File: config.mk
export PLATFORM = sky130hd
export DESIGN_NAME = muxn_switch_reg
export DESIGN_NICKNAME = d
export VERILOG_FILES = /design/src/rtl/muxn_switch_reg.sv
export SDC_FILE = /design/constraint.sdc
export NUM_CORES = 1
export LEC_CHECK = 0
export ABC_AREA = 0
export BUFFER_PORTS_ARGS = -buffer_cell sky130_fd_sc_hd__buf_2
export CAP_MARGIN = 20
export CORE_MARGIN = 5
export CORE_UTILIZATION = 29
export CTS_CLUSTER_SIZE = 12
export DETAILED_ROUTE_END_ITERATION = 8
export PLACE_DENSITY = 0.52
export REMOVE_ABC_BUFFERS = 1
export SETUP_SLACK_MARGIN = 0.5
export SYNTH_ARGS = -nofsm -noshare
export SYNTH_HDL_FRONTEND = slang
export SYNTH_SLANG_ARGS = --single-unit
File: constraint.sdc
create_clock -name clk -period 5.27 [get_ports clk]
set_input_delay 0.527 -clock clk [delete_from_list [all_inputs] [get_ports clk]]
set_output_delay 0.527 -clock clk [all_outputs]
set_load 0.1 [all_outputs]
File: src/rtl/muxn_switch_reg.sv
// N-way word selector feeding a registered valid/ready output stage with a
// one-entry skid buffer, so in_ready never depends combinationally on out_ready.
`ifndef DATA_WIDTH
`define DATA_WIDTH 32
`endif

module muxn_switch_reg #(
  parameter int unsigned WIDTH = `DATA_WIDTH,
  parameter int unsigned NUM   = 4,
  parameter int unsigned SEL_W = $clog2(NUM)
) (
  input  logic                 clk,
  input  logic                 rst_n,
  input  logic [NUM*WIDTH-1:0] in_data,
  input  logic [SEL_W-1:0]     in_sel,
  input  logic                 in_valid,
  output logic                 in_ready,
  input  logic                 flush,
  output logic [WIDTH-1:0]     out_data,
  output logic                 out_sel_err,
  output logic                 out_valid,
  input  logic                 out_ready
);

  logic [WIDTH-1:0] sel_data_c;
  logic             sel_err_c;

  logic [WIDTH-1:0] main_data_q, main_data_d;
  logic             main_err_q,  main_err_d;
  logic             main_valid_q, main_valid_d;
  logic [WIDTH-1:0] skid_data_q, skid_data_d;
  logic             skid_err_q,  skid_err_d;
  logic             skid_valid_q, skid_valid_d;
  logic             in_ready_q,  in_ready_d;

  logic accept_c;
  logic drain_c;
  logic slot_free_c;

  // Out-of-range switch values fall back to word 0 and raise the error flag.
  always_comb begin : sel_mux
    sel_data_c = in_data[WIDTH-1:0];
    sel_err_c  = 1'b1;
    for (int unsigned k = 0; k < NUM; k++) begin
      if (in_sel == SEL_W'(k)) begin
        sel_data_c = in_data[k*WIDTH +: WIDTH];
        sel_err_c  = 1'b0;
      end
    end
  end

  assign accept_c    = in_valid & in_ready_q;
  assign drain_c     = main_valid_q & out_ready;
  assign slot_free_c = ~main_valid_q | drain_c;

  always_comb begin : next_state
    main_data_d  = main_data_q;
    main_err_d   = main_err_q;
    main_valid_d = main_valid_q;
    skid_data_d  = skid_data_q;
    skid_err_d   = skid_err_q;
    skid_valid_d = skid_valid_q;

    if (flush) begin
      main_valid_d = 1'b0;
      skid_valid_d = 1'b0;
    end else if (slot_free_c) begin
      // Skid entry always moves up first so it is never overtaken.
      if (skid_valid_q) begin
        main_data_d  = skid_data_q;
        main_err_d   = skid_err_q;
        main_valid_d = 1'b1;
        skid_valid_d = 1'b0;
      end else if (accept_c) begin
        main_data_d  = sel_data_c;
        main_err_d   = sel_err_c;
        main_valid_d = 1'b1;
      end else begin
        main_valid_d = 1'b0;
      end
    end else if (accept_c) begin
      skid_data_d  = sel_data_c;
      skid_err_d   = sel_err_c;
      skid_valid_d = 1'b1;
    end

    in_ready_d = ~skid_valid_d;
  end

  always_ff @(posedge clk or negedge rst_n) begin : ctrl_regs
    if (!rst_n) begin
      main_data_q  <= '0;
      main_err_q   <= 1'b0;
      main_valid_q <= 1'b0;
      skid_err_q   <= 1'b0;
      skid_valid_q <= 1'b0;
      in_ready_q   <= 1'b1;
    end else begin
      main_data_q  <= main_data_d;
      main_err_q   <= main_err_d;
      main_valid_q <= main_valid_d;
      skid_err_q   <= skid_err_d;
      skid_valid_q <= skid_valid_d;
      in_ready_q   <= in_ready_d;
    end
  end

  // Skid payload is qualified by skid_valid_q and carries no reset.
  always_ff @(posedge clk) begin : skid_data_reg
    skid_data_q <= skid_data_d;
  end

  assign out_data    = main_data_q;
  assign out_sel_err = main_err_q;
  assign out_valid   = main_valid_q;
  assign in_ready    = in_ready_q;

endmodule

==> summary.log <==
INFO  synthesis      post-synth-top-area-fraction=26.4%
INFO  layout         antenna-diode-count=0
INFO  clock_network  post_cts_resized=0
INFO  synthesis      synthesis.area_per_instance=18.9µm²
INFO  routing        count_of_antenna_violating_nets_left_after_detailed_routing=0
INFO  synthesis      post_synth_edffs=32
INFO  floorplan      placeableCoreArea=12200µm²
INFO  power_and_ir_drop comb_power_share=38.9%
INFO  power_and_ir_drop internal_power=1.19mW
INFO  sta            finalHoldWorstSlack=344ps
INFO  floorplan      die_height=122µm
INFO  clock_network  hold_bufs_inserted_after_cts=0
INFO  layout         regArea=1890µm²
INFO  hold_path      holdCritPathClass=in -> async
INFO  synthesis      synthMostInstantiatedCell=mux2_2
INFO  power_and_ir_drop power_leakage=2.13nW
INFO  routing        dr_total_vias=2435
INFO  floorplan      io_pins=170
INFO  synthesis      netlist-cell-type-count=21
INFO  outcome        run_status=completed
INFO  sta            timing.final.setup_violations=0
INFO  sta            finalHoldViolations=0
INFO  clock_network  clk-insertion-delay-late=320ps
INFO  sta            finalCriticalPeriod=2390ps
INFO  setup_path     timing.reg2reg.setup_slack=2880ps
INFO  sta            max_freq=419MHz
INFO  global_routing grt_antenna_before_repair=0
INFO  routing        detailed_routing_iterations_pass_1=4
INFO  power_and_ir_drop irDropWorstVdd=0.187mV
INFO  layout         num-nets-final=496
INFO  sta            setup_total_negative_slack=0ps
INFO  layout         post-route-util=40.1%
INFO  floorplan      die_width=122µm
INFO  global_routing grt_first_pass_wirelength=13900µm
INFO  sta            rsz0062_at_grt=no
INFO  setup_path     r2r_path_start=skid_valid_q
INFO  power_and_ir_drop p_clk_share=27.7%
INFO  run            maxcap_viol_count=0
INFO  placement      gpl.final_weighted_congestion=0.668
INFO  routing        detail_route.drc_violations=0
INFO  setup_path     worstPathRequired=5480ps
INFO  setup_path     worst_setup_path_start_kind=flip-flop
INFO  layout         area_delta_synth_final=34.3%
INFO  setup_path     r2r.worst_path.cells=4
INFO  floorplan      core.rowCount=40
INFO  sta            max_slew_violations=0
INFO  synthesis      share_of_synthesized_registers_carrying_an_async_set_or_reset=53.6%
INFO  synthesis      synth_largest_area_cell=edfxtp_1
INFO  clock_network  clockRootBuffer=clkbuf_16
INFO  synthesis      area_of_the_mapped_netlist=3630µm²
INFO  setup_path     r2r_end=out_data[1]
INFO  layout         fillers=1144
INFO  placement      port_buffers=169
INFO  synthesis      yosys-top-cells-count=37 x mux2_2, 36 x dfrtp_1, 32 x edfxtp_1
INFO  global_routing global_route.overflow_total=0
INFO  sta            clock_skew=6.45ps
INFO  global_routing largest_net_degree_at_the_start_of_global_routing=38
INFO  floorplan      die-area=14900µm²
INFO  setup_path     crit_arrival=2600ps
INFO  floorplan      start_util=29.9%
INFO  power_and_ir_drop power.switching_fraction=40.8%
INFO  synthesis      synth_warnings=0
INFO  sta            tightestPinTransition=937ps
INFO  setup_path     worstSetupEndpointType=flip-flop
INFO  global_routing grt.total_usage=12.1%
INFO  power_and_ir_drop pwr_density_cell=413nW/µm²
INFO  clock_network  cts-root-to-sink-buffers=2
INFO  synthesis      netlist_top_cells_area=edfxtp_1 26%, dfrtp_1 25%, mux4_2 19%, mux2_2 11%, mux2_4 11%
INFO  clock_network  htree_levels=3
INFO  synthesis      synth.ff_latch_count=69
INFO  synthesis      synthCells=192
INFO  placement      dpl.hpwl=6220µm
INFO  routing        wirelength=8850µm
INFO  clock_network  cts.clk_slew.worst_paths=60ps
INFO  clock_network  post_cts_setup_buffer_count=0
INFO  power_and_ir_drop seq_power_share=33.4%
INFO  clock_network  cts_tree=built
INFO  setup_path     setup.worst_path.start=skid_valid_q
INFO  routing        detailedRoute.firstIterationViolations=91
INFO  sta            final_min_period_over_clock_period=45.3%
INFO  layout         drive_above_1_share=77.3%
INFO  power_and_ir_drop total_power=2.01mW
INFO  clock_network  numClockSinks=69
INFO  setup_path     crit_path_max_fanout=34
INFO  layout         area_of_the_multi_input_gates=1630µm²
INFO  power_and_ir_drop power_switching=0.823mW
INFO  setup_path     type_of_the_worst_setup_path=reg -> reg
INFO  global_routing grt_pass1_vias=2689
INFO  setup_path     endpoint=out_data[1]
INFO  routing        wirelength_per_cell=16.6µm
INFO  synthesis      leading_register_cell_type_out_of_synthesis=dfrtp_1
INFO  synthesis      synth-seq-area-share=52.0%
INFO  clock_network  tritoncts.num_buffers=9
INFO  sta            maxSlewHeadroom=37.6%
INFO  routing        avgViaCountPerCell=4.56
==> kinds of logic (layout without fill, tap and decap cells) <==
| group | after synthesis | count (layout) | share of synthesized area, % |
|---|---|---|---|
| simple gates | 8 | 8 | 1.31 |
| compound gates | 2 | 2 | 0.275 |
| buf+inv | 16 | 190 | 3.51 |
| mux | 97 | 97 | 42.9 |
| flops | 69 | 69 | 52.0 |
==> cells in the final DEF, fill, tap and decap left out, drive strengths merged <==
cell and n:
clkinv 2, nor3 2, mux2i 1, mux2 64, buf 172, nand2 2, inv 2, a21oi 2
dfrtp 36, clkbuf 14, dfstp 1, nor2b 2, nand2b 1, edfxtp 32, mux4 32, or3 1
==> how the worst min path moves through the flow <==
stage / startpoint / end / slack (ps) / depth (start not counted)
after floorplan: rst_n / out_data[0] / 230 / 0
after global placement: skid_err_q / skid_err_q / 490 / 1
after detailed placement: out_data[7] / out_data[7] / 490 / 1
after CTS: rst_n / out_data[6] / 380 / 1
after global routing: rst_n / out_data[6] / 410 / 1
final: rst_n / out_data[6] / 340 / 1
==> state kept, by name, indices dropped and copies added, names as in the netlist <==
name and flops:
out_data 32, skid_valid_q 1, skid_data_q 32, skid_err_q 1, out_valid 1, in_ready 1
out_sel_err 1
==> metal layers <==
layer | wire length, µm | vias to the layer above | global-route usage, %
li1 | - | 1109 | -
met1 | 3870 | 1211 | 15.7
met2 | 4140 | 106 | 19.0
met3 | 722 | 9 | 4.36
met4 | 118 | 0 | 3.99
met5 | 0 | - | 0
==> stage by stage <==
stage / worst slack [ps] / std cells / instance area [µm²]
floorplan: 1380 / 178 / 3510
global placement: 2580 / 518 / 4600
detailed placement: 2570 / 518 / 4600
CTS: 2810 / 534 / 4880
global route: 2680 / 534 / 4880
finish: 2880 / 534 / 4880
==> critical path: stages (launching register included) <==
cell and delay [ps]:
dfrtp_2 920, a21oi_1 210, nor3_4 160, buf_4 560, mux2_2 410
==> area by class of cell <==
cell class	count	share of cell area, %
clock buffer	14	5.41
clock inverter	2	0.205
inverter	2	0.154
multi-input combinational	107	33.4
sequential	69	38.7
tap	168	4.31
timing repair buffer	172	17.8
==> power groups by stage <==
stage | combinational (mW) | clock [mW] | sequential, mW
finish | 0.785 | 0.558 | 0.672
global route | 0.815 | 0.599 | 0.680
CTS | 0.792 | 0.580 | 0.673
detailed placement | 0.792 | 0 | 0.682
global placement | 0.784 | 0 | 0.684
floorplan | 0.173 | 0 | 1.13
Power figures use the tool's default switching activity.
